## config.mk

```make
export PLATFORM = sky130hd
export DESIGN_NAME = mem_seq_ctrl_flat
export DESIGN_NICKNAME = d
export VERILOG_FILES = /design/src/rtl/mem_seq_ctrl_if.sv /design/src/rtl/mem_seq_ctrl.sv /design/src/flat_wrapper.sv
export SDC_FILE = /design/constraint.sdc
export NUM_CORES = 1
export LEC_CHECK = 0
export ABC_AREA = 0
export CAP_MARGIN = 20
export CORE_MARGIN = 1
export CORE_UTILIZATION = 51
export DETAILED_ROUTE_END_ITERATION = 7
export GPL_TIMING_DRIVEN = 0
export PLACE_DENSITY = 0.85
export SLEW_MARGIN = 25
export SYNTH_ARGS = -nofsm -noshare
export SYNTH_HDL_FRONTEND = slang
export SYNTH_SLANG_ARGS = --single-unit
```

## constraint.sdc

```tcl
create_clock -name CLK -period 6.3 [get_ports CLK]
set_input_delay 1.26 -clock CLK [delete_from_list [all_inputs] [get_ports CLK]]
set_output_delay 1.26 -clock CLK [all_outputs]
set_load 0.02 [all_outputs]
```

## src/rtl/mem_seq_ctrl_if.sv

```systemverilog
// mem_seq_ctrl_if
// CPU-side handshake bundle between the control unit (MAR/MDR) and the
// memory sequencer.
//   MOV      request, held high until MOC is seen
//   RW       1 = read, 0 = write
//   typeData 00 byte, 01 halfword, 10 word, 11 reserved
//   addr     byte address (MAR)
//   din      write data (MDR), low 8/16/32 bits used
//   dout     zero-extended read result
//   MOC      operation complete
//   ERR      misaligned/reserved access, valid while MOC=1
// modport master: CPU side; modport slave: sequencer side.
interface mem_seq_ctrl_if;
    logic        MOV;
    logic        RW;
    logic [1:0]  typeData;
    logic [31:0] addr;
    logic [31:0] din;
    logic [31:0] dout;
    logic        MOC;
    logic        ERR;

    modport master (
        output MOV, RW, typeData, addr, din,
        input  dout, MOC, ERR
    );

    modport slave (
        input  MOV, RW, typeData, addr, din,
        output dout, MOC, ERR
    );
endinterface

```

## src/rtl/mem_seq_ctrl.sv

```systemverilog
// mem_seq_ctrl
// Performs one byte/halfword/word transfer per MOV/MOC handshake as a run of
// big-endian byte accesses to a byte-wide memory array. Reads are assembled
// into a zero-extended 32-bit result. Alignment checking and per-byte access
// timing (LAT cycles per byte) live here.
// Ports:
//   CLK, CLR     clock, synchronous active-high reset
//   cpu          CPU handshake (mem_seq_ctrl_if.slave)
//   mem_addr     byte address to the array (0 outside ACCESS)
//   mem_wdata    byte to write
//   mem_rdata    byte read, combinational from mem_addr
//   mem_we       write strobe, high in the last LAT cycle of each write byte
//   mem_re       read enable, high throughout a read access
//
// state  | meaning
// -------+----------------------------------------------------------
// IDLE   | waiting for MOV; latches the request when it is seen
// ACCESS | stepping through bytes k = 0..n-1, LAT cycles per byte
// DONE   | MOC high, dout/ERR held; leaves when MOV is sampled low
module mem_seq_ctrl #(
    parameter int ADDR_W = 8,
    parameter int LAT    = 1
) (
    input  logic              CLK,
    input  logic              CLR,
    mem_seq_ctrl_if.slave     cpu,
    output logic [ADDR_W-1:0] mem_addr,
    output logic [7:0]        mem_wdata,
    input  logic [7:0]        mem_rdata,
    output logic              mem_we,
    output logic              mem_re
);

    typedef enum logic [1:0] {
        S_IDLE   = 2'd0,
        S_ACCESS = 2'd1,
        S_DONE   = 2'd2
    } state_t;

    localparam int                WAIT_W    = (LAT > 1) ? $clog2(LAT) : 1;
    localparam logic [WAIT_W-1:0] WAIT_LOAD = WAIT_W'(LAT - 1);

    state_t              state_q, state_d;
    logic                rw_q;
    logic [1:0]          type_q;
    logic [ADDR_W-1:0]   base_q;
    logic [31:0]         din_q;
    logic [1:0]          k_q;
    logic [WAIT_W-1:0]   wait_q;
    logic [31:0]         asm_q;
    logic [31:0]         dout_q;
    logic                err_q;

    logic                req_bad;
    logic [1:0]          last_k;
    logic [1:0]          shift;
    logic [4:0]          lane_shamt;
    logic                byte_end;
    logic                last_byte;
    logic [31:0]         asm_next;
    logic [31:0]         unused_addr;

    // Only the low ADDR_W address bits reach the array.
    assign unused_addr = cpu.addr;

    assign req_bad = (cpu.typeData == 2'b11)
                   | ((cpu.typeData == 2'b01) & cpu.addr[0])
                   | ((cpu.typeData == 2'b10) & (cpu.addr[1:0] != 2'b00));

    always_comb begin
        case (type_q)
            2'b00:   last_k = 2'd0;
            2'b01:   last_k = 2'd1;
            default: last_k = 2'd3;
        endcase
    end

    // Byte k is the k-th most significant byte of the n-byte operand, so its
    // lane within the 32-bit value is (n-1-k).
    assign shift      = last_k - k_q;
    assign lane_shamt = {shift, 3'b000};
    assign byte_end   = (wait_q == '0);
    assign last_byte  = (k_q == last_k);
    assign asm_next   = asm_q | ({24'b0, mem_rdata} << lane_shamt);

    // Memory-side outputs depend on registered state only.
    always_comb begin
        mem_addr  = '0;
        mem_we    = 1'b0;
        mem_re    = 1'b0;
        mem_wdata = 8'(din_q >> lane_shamt);
        if (state_q == S_ACCESS) begin
            mem_addr = base_q + ADDR_W'(k_q);
            mem_re   = rw_q;
            mem_we   = ~rw_q & byte_end;
        end
    end

    always_comb begin
        state_d = state_q;
        case (state_q)
            S_IDLE: begin
                if (cpu.MOV) begin
                    state_d = req_bad ? S_DONE : S_ACCESS;
                end
            end
            S_ACCESS: begin
                if (byte_end && last_byte) begin
                    state_d = S_DONE;
                end
            end
            S_DONE: begin
                if (!cpu.MOV) begin
                    state_d = S_IDLE;
                end
            end
            default: state_d = S_IDLE;
        endcase
    end

    always_ff @(posedge CLK) begin
        if (CLR) begin
            state_q <= S_IDLE;
        end else begin
            state_q <= state_d;
        end
    end

    always_ff @(posedge CLK) begin
        if (CLR) begin
            rw_q   <= 1'b0;
            type_q <= 2'b00;
            base_q <= '0;
            din_q  <= '0;
            k_q    <= 2'd0;
            wait_q <= '0;
            asm_q  <= '0;
            dout_q <= '0;
            err_q  <= 1'b0;
        end else begin
            case (state_q)
                S_IDLE: begin
                    if (cpu.MOV) begin
                        rw_q   <= cpu.RW;
                        type_q <= cpu.typeData;
                        base_q <= cpu.addr[ADDR_W-1:0];
                        din_q  <= cpu.din;
                        k_q    <= 2'd0;
                        wait_q <= WAIT_LOAD;
                        asm_q  <= '0;
                        err_q  <= req_bad;
                    end
                end
                S_ACCESS: begin
                    if (byte_end) begin
                        if (rw_q) begin
                            asm_q <= asm_next;
                        end
                        if (last_byte) begin
                            if (rw_q) begin
                                dout_q <= asm_next;
                            end
                        end else begin
                            k_q    <= k_q + 2'd1;
                            wait_q <= WAIT_LOAD;
                        end
                    end else begin
                        wait_q <= wait_q - 1'b1;
                    end
                end
                S_DONE: begin
                    if (!cpu.MOV) begin
                        err_q <= 1'b0;
                    end
                end
                default: ;
            endcase
        end
    end

    assign cpu.MOC  = (state_q == S_DONE);
    assign cpu.ERR  = err_q;
    assign cpu.dout = dout_q;

endmodule

```

## src/flat_wrapper.sv

```systemverilog
// flat-port wrapper written by rule: the top's interface ports become plain ports
module mem_seq_ctrl_flat 
#(
    parameter int ADDR_W = 8,
    parameter int LAT    = 1
)
  (CLK, CLR, mem_addr, mem_wdata, mem_rdata, mem_we, mem_re, cpu_MOV, cpu_RW, cpu_typeData, cpu_addr, cpu_din, cpu_dout, cpu_MOC, cpu_ERR);
  mem_seq_ctrl_if cpu_i ();
  input  logic CLK;
  input  logic CLR;
  output logic [ADDR_W-1:0] mem_addr;
  output logic [7:0] mem_wdata;
  input  logic [7:0] mem_rdata;
  output logic mem_we;
  output logic mem_re;
  input wire logic [$bits(cpu_i.MOV)-1:0] cpu_MOV;
  input wire logic [$bits(cpu_i.RW)-1:0] cpu_RW;
  input wire logic [$bits(cpu_i.typeData)-1:0] cpu_typeData;
  input wire logic [$bits(cpu_i.addr)-1:0] cpu_addr;
  input wire logic [$bits(cpu_i.din)-1:0] cpu_din;
  output wire logic [$bits(cpu_i.dout)-1:0] cpu_dout;
  output wire logic [$bits(cpu_i.MOC)-1:0] cpu_MOC;
  output wire logic [$bits(cpu_i.ERR)-1:0] cpu_ERR;
  assign cpu_i.MOV = cpu_MOV;
  assign cpu_i.RW = cpu_RW;
  assign cpu_i.typeData = cpu_typeData;
  assign cpu_i.addr = cpu_addr;
  assign cpu_i.din = cpu_din;
  assign cpu_dout = cpu_i.dout;
  assign cpu_MOC = cpu_i.MOC;
  assign cpu_ERR = cpu_i.ERR;
  mem_seq_ctrl #(.ADDR_W(ADDR_W), .LAT(LAT)) u_core (.CLK(CLK), .CLR(CLR), .cpu(cpu_i), .mem_addr(mem_addr), .mem_wdata(mem_wdata), .mem_rdata(mem_rdata), .mem_we(mem_we), .mem_re(mem_re));
endmodule
```

-- Yosys cells after proc, flatten, opt, wreduce, memory -nomap -nowiden
Index checks and enable logic that the tools add are counted.
- flip-flop bits (word level): 113
- input port bits: 78
- output and inout bits: 52
- reductions and logical operators: 13
- eq/ne operators: 13
- bitwise logic cells: 8
- mux-type cells: 23
- add/subtract/negate cells: 4
- shifts and indexed selects: 2
- operators by type and width (cell ; count):
    $mux 32 ; 3
    $pmux 32 s2 ; 1
    $or 32x32->32 ; 1
    $shl 8x5->32 ; 1
    $shr 32x5->8 ; 1
    $mux 2 ; 7
    $reduce_and 4->1 ; 3
    $ne 2x2->1 const B ; 5
    $add 8x2->8 ; 1
    $mux 8 ; 1
    $pmux 2 s2 ; 2
    $eq 2x1->1 const B ; 3
    $eq 2x2->1 const B ; 3
    $mux 1 ; 6
    $pmux 2 s3 ; 1
    $reduce_and 3->1 ; 2
    $reduce_bool 2->1 ; 3
    $logic_not 2->1 ; 2
    $pmux 1 s2 ; 2
    $reduce_and 2->1 ; 2
    $and 1x1->1 ; 3
    $add 2x1->2 const B ; 1
    $eq 2x2->1 ; 1
    $ne 2x1->1 const B ; 1
    other kinds (5) ; 7

-- Logic depth before layout (Yosys ltp)
Gate-level depths: netlist of the first run.
- depth in word-level cells: 8
- mapped depth: 8
- mapped depth without buffers: 5

-- Least setup slack after synthesis of the first run
OpenSTA, ideal clock, no wires.
- path kind: reg2out
- start point: reg u_core.type_q[1]
- end point: out mem_wdata[2]
- arrival time: 1.750 ns
- stages on the path, launching flop included: 6
- required time: 5.040 ns
- path slack: 3.290 ns
- path buffers: 1
- cells stage by stage: dfxtp_1 > buf_6 > nor2_1 > ha_1 > xor3_4 > mux4_2
- cells in the longest elaborated chain, start to end: 4
- elaborated cells on any way between the ends: 5
- those cells by class: add/sub: 1; eq/ne: 1; shift: 1; mux: 1; reduce/logical: 1
- ends and longest elaborated chain (item ; RTL line ; RTL):
    from (decl) ; mem_seq_ctrl.sv:45 ; logic [1:0] type_q;
    from (signal assigned) ; mem_seq_ctrl.sv:145 ; type_q <= cpu.typeData;
    $eq 2x1->1 or $logic_not 2->1 (tied branches) ; mem_seq_ctrl.sv:71 ; case (type_q)
    $pmux 2 s2 * ; mem_seq_ctrl.sv:71 ;
    $sub 2x2->2 * ; mem_seq_ctrl.sv:80 ; assign shift = last_k - k_q;
    $shr 32x5->8 * ; mem_seq_ctrl.sv:91 ; mem_wdata = 8'(din_q >> lane_shamt);
    to (decl) ; flat_wrapper.sv:12 ; output logic [7:0] mem_wdata;
Mark *: on every way between the ends. The rest lies on a longest branch, timed or not.

-- Worst setup path after layout of the first run
Ends and elaborated chain as after synthesis.

==> results of run 1 <==
-- synth_stat cells (all sizes together) (2+ instances only) --
cell      n  area (µm²)
xnor2     2        17.5
a21oi    92         460
and2      4        25.0
a211oi   16         120
a31oi     9        56.3
a21o      3        22.5
or4       2        15.0
a22o     30         263
o32ai     2        17.5
nor3      7        80.1
nand3    20         100
dfxtp   112        2240
xor2      2        17.5
clkbuf   24        90.1
or3b      2        17.5
o31ai     3        22.5
ha        4        50.1
or3       4        26.3
o21ai    18        90.1
buf      14        78.8
nor2b     3        18.8
inv       5        18.8
nor2      8        30.0
nand2    88         330
mux4      8         180
-- layout make-up --
class | count | area, µm²
Buffer | 38 | 169
Clock buffer | 9 | 124
Clock inverter | 7 | 71.3
Fill cell | 691 | 2760
Inverter | 5 | 18.8
Multi-Input combinational cell | 339 | 2110
Sequential cell | 112 | 2240
Tap cell | 108 | 135
Timing Repair Buffer | 105 | 1050
-- critical path, cell delays in order, from the launching register on --
cell             delay, ns
dfxtp_1               0.33
buf_6                 0.13
nor2_1                0.17
ha_1                  0.23
xor3_4                0.48
mux4_2                0.49
clkdlybuf4s50_1       0.56
-- kinds of logic after synthesis --
family	after synthesis	synth area share (%)
AO/OA/AOI/OAI	175	23.6
adder cells (fa/ha/maj)	5	1.54
flip-flops	112	49.4
XOR/XNOR	6	1.90
multiplexers	9	4.19
buffers and inverters	43	4.13
AND/OR/NAND/NOR	144	15.3
-- report_power, final --
| group | leakage (nW) | internal, W | switching [W] |
|---|---|---|---|
| Sequential | 0.909 | 0.000731 | 0.0000170 |
| Clock | 0.0995 | 0.000156 | 0.000261 |
| Combinational | 1.07 | 0.0000975 | 0.000128 |
-- path summary, 6_finish.rpt --
kind / start / end / slack (ns)
setup / recovery: u_core.type_q[1] / mem_wdata[2] / 2.26
hold / removal: u_core.din_q[27] / u_core.din_q[27] / 0.46
setup reg to reg: u_core.type_q[1] / u_core.cpu.dout[7] / 3.88
hold reg to reg: u_core.din_q[27] / u_core.din_q[27] / 0.46
-- flip-flops by register name, indices dropped and copies added (netlist names) --
name / flops
u_core.type_q: 2
u_core.cpu.ERR: 1
u_core.asm_q: 32
u_core.din_q: 32
u_core.cpu.dout: 32
u_core.k_q: 2
u_core.rw_q: 1
u_core.state_q: 2
u_core.base_q: 8
-- stage by stage --
step | hold WS (ns) | instances | instance area (µm²) | util, % | power, W
2_1_floorplan | 0.433 | 494 | 4540 | - | 0.000887
3_3_place_gp | 0.441 | 707 | 5730 | 66.0 | 0.000976
3_5_place_dp | 0.447 | 707 | 5730 | 66.0 | 0.000985
4_1_cts | 0.461 | 723 | 5920 | 68.2 | 0.00139
5_1_grt | 0.488 | 723 | 5920 | 68.2 | 0.00144
6_report | 0.463 | 723 | 5920 | 68.2 | 0.00139
-- per-layer routing --
| layer | track usage [%] | vias up | share of wire, % |
|---|---|---|---|
| li1 | - | 2013 | - |
| met1 | 35.5 | 2033 | 40 |
| met2 | 48.0 | 190 | 50 |
| met3 | 4.74 | 26 | 7.7 |
| met4 | 9.31 | 0 | 1.7 |
| met5 | 0 | - | 0 |
==> impl_metrics.ini, run 1 <==
[synthesis]
syn_avg_cell_area_um2 = 9.19
synth_seq_cells = 112
synth_edf_count = 0
synth_ff_type = dfxtp_1
ys_async_sr_fraction_pct = 0
netlist_area_mm2 = 0.00454
synth_seq_area_share_pct = 49.4
ys_warn_count = 0
ys_types = 41
synth_fp_nets = 577
synthCells = 494

[placed_design]
dp_hpwl_um = 8820
numPortBuffers = 105
gp_congestion = 0.854
dpl_worst_slack_ns = 2.68

[clock_network]
cts_tree = built
cts_resized = 0
h-tree-depth = 3
clockBufferDepth = 2
cts_sinks = 112
cts_root_buf = clkbuf_8
path_clk_slew_ns = 0.11
cts_setup_buffers = 0
insertion_delay_ns = 0.39
numCtsBuffers = 9
hold_buffers = 0

[die]
core_mm2 = 0.00868
die_area_mm2 = 0.00928
rows = 34
io-pin-count = 130
initial_core_util_pct = 52.3
die_w_um = 96.3
die_h_um = 96.3

[hold_path]
hold_path.class = reg -> reg
worst_hold_path.num_cells = 2

[pwr]
ir_drop_mv = 0.170
power_density_mw_per_mm2 = 235
leakagePower_nw = 2.08

[critical_path]
reg2regPathDepth = 7
arrival_ns = 2.78
crit_path_end_kind = output port
cp.required_ns = 5.04
path_max_fanout = 9
path_class = reg -> out
cp-start-kind = flip-flop

[global_route]
antenna_found_initial = 0
grt_max_degree = 22
grt_pass1_vias = 4158
overflow = 0
grt_pass1_wl_um = 19500
grt.total_usage_pct = 27.9

[detailed_routing]
drtIter0Drc = 307
avgViaCountPerCell = 5.89
routed_wl_um = 12300
route.detailed.drc = 0
drt-wirelength-per-cell_um = 17.0
ant_nets = 0
drtPass1Iterations = 6
vias = 4262

[timing]
worstMarginPinSlew_ns = 0.727
fin_skew_ns = 0.0128
hold_viol = 0
max_freq_ghz = 0.247
slew_violations = 0
fin_ws_ns = 2.26
slew_headroom_pct = 51.2
tns_ns = 0
finalCritPeriodShare_pct = 64.1
period_minus_slack_ns = 4.04
grt_setup_unrepaired = no
setup_viol = 0

[layout]
area_growth_pct = 30.4
nNetsFinal = 693
mostFrequentLayoutCells = dfxtp_1 (112), clkdlybuf4s50_1 (105), a21oi_1 (92), nand2_1 (88), a22o_1 (30)
mostFrequentLayoutCell = dfxtp_1
n_antenna_cell = 0
drive_above_1_share_pct = 7.64

[run]
max_cap_violations = 0

[status]
status = completed
(Power assumes the default switching activity.)
==> run 2: changes to the inputs <==
CORE_UTILIZATION = 47   (was 51)
PLACE_DENSITY = 0.79   (was 0.85)
clock period = 4 ns   (was 6.3 ns; I/O delays follow)
==> run 2 against run 1 <==
  * Die area increased by 8.3%
  * First-iteration DRC count decreased by 35%
  * Critical path depth did not move
  * Routed wire length down 4.2%
  * Clock power is 65% higher
  * Clock skew is 0.0023 ns lower
  * Critical endpoint is now mem_wdata[4]
  * Largest power group unchanged
  * Highest routed layer unchanged
==> impl_metrics.ini, run 2 (synthesized netlist as in run 1, its figures left out) <==
[critical_path]
ff2ff_setup_slack_ns = 1.55
regToRegStartpoint = u_core.type_q[1]
cp.required_ns = 3.20
crit_path_end_kind = output port
path_class = reg -> out
path_max_fanout = 9
startpoint = u_core.type_q[1]
arrival_ns = 2.75
cp-start-kind = flip-flop

[global_route]
use_met3_pct = 4.46
globalRoute.busiestLayer = met2
met1_usage_pct = 30.5
grt_pass1_wl_um = 18800
grt_pass1_vias = 3973
overflow = 0
grtUsageMet2_pct = 40.4
grt_max_degree = 23
antenna_found_initial = 0
grt.total_usage_pct = 23.8

[clock_network]
cts_tree = built
cts_root_buf = clkbuf_8
insertion_delay_ns = 0.39
numCtsBuffers = 9
clockBufferDepth = 2
cts_resized = 0
hold_buffers = 0
cts_sinks = 112
h-tree-depth = 3
path_clk_slew_ns = 0.12
cts_setup_buffers = 0

[timing]
fin_skew_ns = 0.0105
setup_viol = 0
slew_headroom_pct = 46.6
hold-worst-slack_ns = 0.465
max_freq_ghz = 0.282
finalCritPeriodShare_pct = 88.6
hold_viol = 0
grt_setup_unrepaired = no
tns_ns = 0
period_minus_slack_ns = 3.55
slew_violations = 0
worstMarginPinSlew_ns = 0.796

[pwr]
power_density_mw_per_mm2 = 371
leakagePower_nw = 2.09
ir_drop_mv = 0.233

[layout]
n_antenna_cell = 0
mostFrequentLayoutCell = dfxtp_1
nNetsFinal = 693
seqCellArea_mm2 = 0.00224
area_growth_pct = 31.3
fin_area_mm2 = 0.00596
multi_input_area_mm2 = 0.00211
mostFrequentLayoutCells = dfxtp_1 (112), clkdlybuf4s50_1 (105), a21oi_1 (92), nand2_1 (88), a22o_1 (30)
drive_above_1_share_pct = 7.64
nFillCells = 774

[die]
io-pin-count = 130
core_mm2 = 0.00928
rows = 35
die_w_um = 100
initial_core_util_pct = 48.9
die_area_mm2 = 0.0101
die_h_um = 100

[detailed_routing]
routed_wl_um = 11700
vias = 4121
route.detailed.drc = 0
drtIter0Drc = 201
ant_nets = 0
drt-wirelength-per-cell_um = 15.8
drtPass1Iterations = 5
avgViaCountPerCell = 5.54

[hold_path]
hold_path.class = reg -> reg
hp-start = u_core.din_q[19]

[placed_design]
gp_congestion = 0.843
placed_area_mm2 = 0.00575
dp_hpwl_um = 8680
numPortBuffers = 105

[status]
status = completed

[run]
max_cap_violations = 0
## run 2: cell types whose count changed in the layout (fill, tap and decap cells not counted)
cell | before | now
clkinv_8 | 1 | 3
inv_6 | 3 | 4
inv_8 | 1 | 0
clkinv_4 | 2 | 0
## run 2: final cells by class
class	count	share of cell area [%]
clock inverter	7	1.41
clock buffer	9	2.08
tap	129	2.71
timing repair buffer	105	17.6
buffer	38	2.83
sequential	112	37.6
inverter	5	0.315
multi-input combinational	339	35.4
## run 2: per-layer routing
layer,part of all wire [%],wire [µm]
met1,44,5160
met2,48,5680
met3,5.6,657
met4,2.1,243
met5,0,0
## run 2: worst max-delay path: stages (launching register included)
cell and delay [ns]:
dfxtp_1 0.32, buf_6 0.13, nor2_1 0.15, ha_1 0.22, xor3_4 0.48, mux4_2 0.50
clkdlybuf4s50_1 0.55
## run 2: power by group
group	switching, W	total, W	internal, W	leakage, nW
clock network	0.000435	0.000686	0.000252	0.104
logic	0.000196	0.000349	0.000153	1.07
registers	0.0000253	0.00118	0.00115	0.909
## run 2: path summary, 6_finish.rpt
| kind | endpoint | cells after the start |
|---|---|---|
| max | mem_wdata[4] | 6 |
| min | u_core.din_q[19] | 2 |
| max reg2reg | u_core.cpu.dout[16] | 7 |
| min reg2reg | u_core.din_q[19] | 2 |
## run 2: through the flow
step | util, % | total power (W) | instances | setup WS (ns)
after floorplan | - | 0.00140 | 494 | 1.45
after global placement | 62.0 | 0.00154 | 728 | 0.873
after detailed placement | 62.0 | 0.00155 | 728 | 0.865
after CTS | 64.2 | 0.00221 | 744 | 0.443
after global routing | 64.2 | 0.00229 | 744 | 0.371
final | 64.2 | 0.00221 | 744 | 0.455
==> run 3: changes to the inputs <==
CORE_MARGIN = 2   (was 1)
PLACE_DENSITY = 0.85   (was 0.79)
==> run 3 against run 2 <==
  * Worst setup slack worse by 0.021 ns
  * Design area down 0.11%
  * Die area up 4.0%
  * Power down 0.45%
  * Critical path depth unchanged
  * Combinational power up 1%
  * Critical path type unchanged
  * Critical endpoint is now mem_wdata[2]
==> impl_metrics.ini, run 3 (synthesized netlist as in run 1, its figures left out) <==
[timing]
slew_headroom_pct = 50.9
finalCritPeriodShare_pct = 89.2
hold_viol = 0
max_freq_ghz = 0.280
fin_skew_ns = 0.0164
setup_viol = 0
worstMarginPinSlew_ns = 0.731
period_minus_slack_ns = 3.57
tns_ns = 0
grt_setup_unrepaired = no
slew_violations = 0

[clock_network]
cts_resized = 0
numCtsBuffers = 9
insertion_delay_ns = 0.38
cts_sinks = 112
cts_tree = built
cts_setup_buffers = 0
clockBufferDepth = 2
hold_buffers = 0
cts_root_buf = clkbuf_8
h-tree-depth = 3
path_clk_slew_ns = 0.12

[critical_path]
crit_path_top_delay_cell = clkdlybuf4s50_1
crit_buf_inv = 2
path_max_fanout = 9
crit_path_end_kind = output port
path_class = reg -> out
crit_family = buffers and inverters
cp-start-kind = flip-flop
cp.required_ns = 3.20
crit_path_cell_trace = buf_6 -> nor2_1 -> ha_1 -> xor3_4 -> mux4_2 -> clkdlybuf4s50_1
critical-path-max-stage-delay_ns = 0.56
arrival_ns = 2.77

[global_route]
antenna_found_initial = 0
grt_max_degree = 22
grt_pass1_wl_um = 19600
grt.total_usage_pct = 23.9
grt_pass1_vias = 4031
overflow = 0

[layout]
mostFrequentLayoutCells = dfxtp_1 (112), clkdlybuf4s50_1 (105), a21oi_1 (92), nand2_1 (88), a22o_1 (30)
n_antenna_cell = 0
drive_above_1_share_pct = 7.64
area_growth_pct = 31.1
mostFrequentLayoutCell = dfxtp_1
nNetsFinal = 693

[pwr]
ir_drop_mv = 0.221
power_density_mw_per_mm2 = 370
switching_power_w = 0.000650
leakagePower_nw = 2.08
p_sw_share_pct = 29.5
pwr-share-seq_pct = 53.5
pwr-share-comb_pct = 16.0
clock_power_share_pct = 30.5
finalPower_w = 0.00220
power.internal_w = 0.00155

[detailed_routing]
drtIter0Drc = 294
route.detailed.drc = 0
ant_nets = 0
vias = 4165
drtPass1Iterations = 5
avgViaCountPerCell = 5.60
drt-wirelength-per-cell_um = 16.4
routed_wl_um = 12200

[placed_design]
dp_hpwl_um = 8880
numPortBuffers = 105
gp_congestion = 0.870

[run]
max_cap_violations = 0

[die]
io-pin-count = 130
die_area_mm2 = 0.0105
rows = 35
die_w_um = 102
core_mm2 = 0.00928
die_h_um = 102
initial_core_util_pct = 48.9

[status]
status = completed

[hold_path]
hold_path.class = reg -> reg
==> run 3: power by group through the flow <==
stage               sequential, W  combinational (W)  clock, W
finish                    0.00118           0.000353  0.000672
global route              0.00118           0.000383  0.000718
CTS                       0.00118           0.000350  0.000670
detailed placement        0.00120           0.000348         0
global placement          0.00120           0.000339         0
floorplan                 0.00120           0.000200         0
==> run 3: worst paths after layout <==
kind | cells past startpoint | start | slack (ns) | endpoint
max | 6 | u_core.type_q[1] | 0.43 | mem_wdata[2]
min | 2 | u_core.din_q[11] | 0.46 | u_core.din_q[11]
max reg2reg | 7 | u_core.type_q[1] | 1.60 | u_core.cpu.dout[0]
min reg2reg | 2 | u_core.din_q[11] | 0.46 | u_core.din_q[11]
==> run 3: worst min-delay path, stage by stage, from the launching register on <==
cell and delay [ns]:
dfxtp_1 0.33, nand2_1 0.05, a21oi_1 0.05
==> run 3: layout make-up <==
| class | count | area [µm²] |
|---|---|---|
| fillers | 753 | 3330 |
| flip-flops and latches | 112 | 2240 |
| multi-input cells | 339 | 2110 |
| repair buffers | 105 | 1050 |
| plain buffers | 38 | 169 |
| well taps | 129 | 161 |
| clock buffers | 9 | 124 |
| clock inverters | 7 | 77.6 |
| inverters | 5 | 18.8 |
==> run 3: metal layers <==
metal	routed length [µm]	share of wire, %	track usage (%)	vias to the layer above
met2	5860	48	40.0	175
met4	239	2.0	8.10	0
met1	5260	43	31.5	1949
li1	-	-	-	2013
met5	0	0	0	-
met3	827	6.8	4.10	28
==> run 3: per-stage QoR <==
stage	cells	utilization (%)	hold slack, ns	cell area, µm²	worst slack [ns]
floorplan	494	-	0.433	4540	1.45
global placement	728	62.0	0.441	5750	0.866
CTS	744	64.1	0.464	5950	0.426
detailed placement	728	62.0	0.448	5750	0.847
global route	744	64.1	0.484	5950	0.322
finish	744	64.1	0.463	5950	0.433
